===== config.mk =====
export PLATFORM = sky130hd
export DESIGN_NAME = elastic_skid_buffer
export DESIGN_NICKNAME = d
export VERILOG_FILES = /design/src/rtl/elastic_skid_buffer.sv
export SDC_FILE = /design/constraint.sdc
export NUM_CORES = 1
export LEC_CHECK = 0
export BUFFER_PORTS_ARGS = -buffer_cell sky130_fd_sc_hd__buf_2
export CAP_MARGIN = 15
export CORE_ASPECT_RATIO = 0.5
export CORE_MARGIN = 2
export CORE_UTILIZATION = 35
export DETAILED_ROUTE_END_ITERATION = 12
export REMOVE_ABC_BUFFERS = 1
export SYNTH_ARGS = -nofsm -noshare
export SYNTH_HDL_FRONTEND = slang
export SYNTH_SLANG_ARGS = --single-unit

===== constraint.sdc =====
create_clock -name clk_i -period 5.1 [get_ports clk_i]
set_input_delay 0.765 -clock clk_i [delete_from_list [all_inputs] [get_ports clk_i]]
set_output_delay 0.765 -clock clk_i [all_outputs]
set_load 0.01 [all_outputs]

===== src/rtl/elastic_skid_buffer.sv =====
// Elastic valid/ready buffer with a registered ready_o.
// DEPTH-entry circular store; OUT_REG selects a bypass (0-cycle) or registered (1-cycle) output.
module elastic_skid_buffer #(
    parameter int DW      = 8,
    parameter int DEPTH   = 2,
    parameter int OUT_REG = 0
) (
    input  logic                         clk_i,
    input  logic                         rst_i,
    input  logic                         clear_i,
    input  logic                         valid_i,
    output logic                         ready_o,
    input  logic [DW-1:0]                data_i,
    output logic                         valid_o,
    input  logic                         ready_i,
    output logic [DW-1:0]                data_o,
    output logic [$clog2(DEPTH+1)-1:0]   count_o,
    output logic [$clog2(DEPTH+1)-1:0]   peak_o
);

    localparam int CW = $clog2(DEPTH + 1);
    localparam int PW = (DEPTH > 1) ? $clog2(DEPTH) : 1;
    localparam logic [CW-1:0] DEPTH_C  = CW'(DEPTH);
    localparam logic [PW-1:0] LAST_PTR = PW'(DEPTH - 1);

    logic [DW-1:0] mem_q [DEPTH];
    logic [DW-1:0] mem_d [DEPTH];
    logic [PW-1:0] rd_ptr_q, rd_ptr_d;
    logic [PW-1:0] wr_ptr_q, wr_ptr_d;
    logic [CW-1:0] count_q, count_d;
    logic [CW-1:0] peak_q, peak_d;
    logic          ready_q, ready_d;

    logic          empty;
    logic          push;
    logic          pop;
    logic          store;   // beat written into storage this cycle
    logic          unload;  // head entry leaves storage this cycle
    logic [DW-1:0] head;

    assign empty = (count_q == '0);
    assign head  = mem_q[rd_ptr_q];
    assign push  = valid_i & ready_q;
    assign pop   = valid_o & ready_i;

    generate
        if (OUT_REG == 0) begin : g_bypass
            // Empty buffer passes upstream straight through; a beat taken downstream
            // the same cycle never touches storage.
            always_comb begin
                valid_o = empty ? valid_i : 1'b1;
                data_o  = empty ? data_i  : head;
                store   = push & ~(empty & ready_i);
                unload  = pop & ~empty;
            end
        end else begin : g_reg
            // Output always comes from storage, so every beat is stored first.
            always_comb begin
                valid_o = ~empty;
                data_o  = empty ? '0 : head;
                store   = push;
                unload  = pop;
            end
        end
    endgenerate

    // Next-state for storage, pointers, occupancy, peak and the registered ready.
    always_comb begin
        mem_d    = mem_q;
        rd_ptr_d = rd_ptr_q;
        wr_ptr_d = wr_ptr_q;
        count_d  = count_q;
        peak_d   = peak_q;
        ready_d  = ready_q;
        if (clear_i) begin
            rd_ptr_d = '0;
            wr_ptr_d = '0;
            count_d  = '0;
            peak_d   = '0;
            ready_d  = 1'b1;
        end else begin
            if (store) begin
                mem_d[wr_ptr_q] = data_i;
                wr_ptr_d = (wr_ptr_q == LAST_PTR) ? '0 : wr_ptr_q + 1'b1;
            end
            if (unload) begin
                rd_ptr_d = (rd_ptr_q == LAST_PTR) ? '0 : rd_ptr_q + 1'b1;
            end
            count_d = count_q + CW'(store) - CW'(unload);
            peak_d  = (count_d > peak_q) ? count_d : peak_q;
            // ready looks at next occupancy only, never at ready_i
            ready_d = (count_d < DEPTH_C);
        end
    end

    // State registers; reset empties the buffer and zeroes storage.
    always_ff @(posedge clk_i or posedge rst_i) begin
        if (rst_i) begin
            for (int i = 0; i < DEPTH; i++) mem_q[i] <= '0;
            rd_ptr_q <= '0;
            wr_ptr_q <= '0;
            count_q  <= '0;
            peak_q   <= '0;
            ready_q  <= 1'b1;
        end else begin
            mem_q    <= mem_d;
            rd_ptr_q <= rd_ptr_d;
            wr_ptr_q <= wr_ptr_d;
            count_q  <= count_d;
            peak_q   <= peak_d;
            ready_q  <= ready_d;
        end
    end

    assign ready_o = ready_q;
    assign count_o = count_q;
    assign peak_o  = peak_q;

endmodule


==> results.tsv <==
metric	value	unit
ys_types	19	
place.gp.congestion	0.718	
ios	27	
wl_met1	999	um
fp.dieH	44.6	um
grt_first_pass_wirelength	3660	um
synthesis.instances	97	
yosys-top-cells-area	dfrtp_1 48%, mux2_2 16%, mux2i_1 8.7%	
final_area	1370	um2
p_leak	0.658	nW
syn_area	1150	um2
dr.pass1.iters	4	
grt_max_degree	24	
first_global_vias	797	
viasPerCell	4.66	
cts.repair.resized	0	
power_density	607	nW/um2
cp-end-kind	flip-flop	
post_dp_cell_area	1320	um2
antenna_found_initial	0	
worst_pin_slew	0.873	ns
cts_inserted_buffers	3	
rsz0062_at_grt	false	
dr_wl_met2	963	um
syn_to_final_growth	18.6	%
ctsLongestPathBuffers	2	
seq_area_frac_synth	49.9	%
hold_path_class	flip-flop to flip-flop	
hold_buffers	0	
status	finished clean	
finalSetupViolations	0	
ys_seq_elements	23	
post_cts_buffers	0	
cts-root-buf	clkbuf_8	
grt_use_total	12.9	%
start_util	37.7	%
antenna_left	0	
worstSetupStartpointType	flip-flop	
place_ws	1.91	ns
rows	14	
required	5.25	ns
drt_iter0_markers	35	
finalClockSkew	0.00525	ns
min_period_over_period	62.0	%
drv_cap	0	
nFillCells	298	
core_area	3070	um2
arrival	3.31	ns
chipWidth	85.2	um
path_clk_slew	0.08	ns
numClockSinks	23	
drc	0	
ys_async_sr_fraction	100	%
num_vias	764	
tns	0	ns
htreeDepth	1	
fmax	316	MHz
worstSkewPairLatency	0.26	ns
synth_common_cells	22 x dfrtp_1, 16 x mux2_2, 10 x mux2i_1, 10 x nand2_1, 9 x o21ai_0	
fin_crit	3.16	ns
route.met3.wl	120	um
nNetsFinal	142	
drive_above_1_share	41.1	%
synth_top_area_share	47.7	%
synth_largest_area_cell	dfrtp_1	
yosysMostFrequentCell	dfrtp_1	
dieArea	3800	um2
diodes	0	
synth_ff_type	dfrtp_1	
final_util	44.7	%
slew_viol_final	0	
numPortBuffers	26	
crit_type	flip-flop to flip-flop	
synth_edf_count	0	
yosysWarnings	0	
slew_headroom	41.7	%
wl_per_cell	12.7	um
hold_ws	0.510	ns
routed.top_layer	met3	
fin_ws	1.94	ns
crit_fanout	18	
dp_hpwl	1520	um
peakVddDrop	0.273	mV
hold_violations	0	
syn_area_per_cell	11.9	um2
overflow	0	
drt_wl_total	2080	um
cts_tree	done	
## critical path: stages (launching register included)
cell and delay (ns):
dfrtp_1 0.42, nor2_2 0.53, nor2b_1 0.16, ha_1 0.31
inv_1 0.04, ha_1 0.17, xnor2_1 0.14, xnor2_1 0.26
ha_1 0.30, nor2b_1 0.13, o21ai_0 0.30, mux2i_1 0.23
nor2_1 0.05
## sequential cells by signal, indices dropped and copies added, names as in the netlist
signal / cells
rd_ptr_q: 1
peak_o: 2
wr_ptr_q: 1
mem_q: 16
count_o: 2
ready_o: 1
## power breakdown
part           switching [mW]  internal (mW)  total (mW)
Combinational           0.194          0.203       0.397
Sequential             0.0576          0.267       0.325
Clock                  0.0561         0.0545       0.111
Total                   0.308          0.524       0.832
## metal layers
| layer | global-route usage (%) | vias up |
|---|---|---|
| met5 | 0 | - |
| met3 | 5.41 | 0 |
| li1 | - | 382 |
| met4 | 3.81 | 0 |
| met1 | 15.4 | 366 |
| met2 | 22.0 | 16 |
## placed cells by master, fill, tap and decap left out
master,instances
buf_2,26
dfrtp_1,22
mux2_2,16
nand2_1,10
mux2i_1,10
o21ai_0,9
inv_1,5
nor2_1,5
ha_1,4
xnor2_1,3
clkbuf_8,3
nor2b_1,2
nor2_2,1
a21o_4,1
nor3_4,1
nand2b_1,1
xor2_1,1
nor3b_4,1
or3_1,1
clkinv_2,1
dfstp_2,1
## cell families after synthesis
group	after synthesis	synth area share (%)
fa+ha+maj	4	4.33
flops	23	49.9
xor+xnor	4	3.03
compound gates	10	5.20
mux	26	24.3
simple gates	22	10.6
buf+inv	8	2.60
## stage by stage
| stage | std cells | power (mW) |
|---|---|---|
| 6_report | 164 | 0.832 |
| 4_1_cts | 164 | 0.849 |
| 2_1_floorplan | 94 | 0.615 |
| 3_5_place_dp | 160 | 0.734 |
| 5_1_grt | 164 | 0.914 |
| 3_3_place_gp | 160 | 0.724 |
## final timing paths
kind	from	endpoint	slack, ns	cells past startpoint
setup / recovery	count_o[1]$_DFF_PP0_	peak_o[1]$_DFFE_PP0P_	1.94	12
hold / removal	mem_q[13]$_DFFE_PP0P_	mem_q[13]$_DFFE_PP0P_	0.51	1
setup reg to reg	count_o[1]$_DFF_PP0_	peak_o[1]$_DFFE_PP0P_	1.94	12
hold reg to reg	mem_q[13]$_DFFE_PP0P_	mem_q[13]$_DFFE_PP0P_	0.51	1
max in group asynchronous	rst_i	mem_q[10]$_DFFE_PP0P_	3.89	2
min in group asynchronous	rst_i	rd_ptr_q$_DFFE_PP0P_	0.67	2
## layout make-up
class                   instances  area (um2)  share of cell area [%]
flip-flops and latches         23         577                    42.1
multi-input cells              66         548                    40.0
repair buffers                 26         130                    9.50
well taps                      40        50.0                    3.65
clock buffers                   3        41.3                    3.01
inverters                       5        18.8                    1.37
clock inverters                 1        5.00                   0.365
Power figures use the tool's default switching activity.
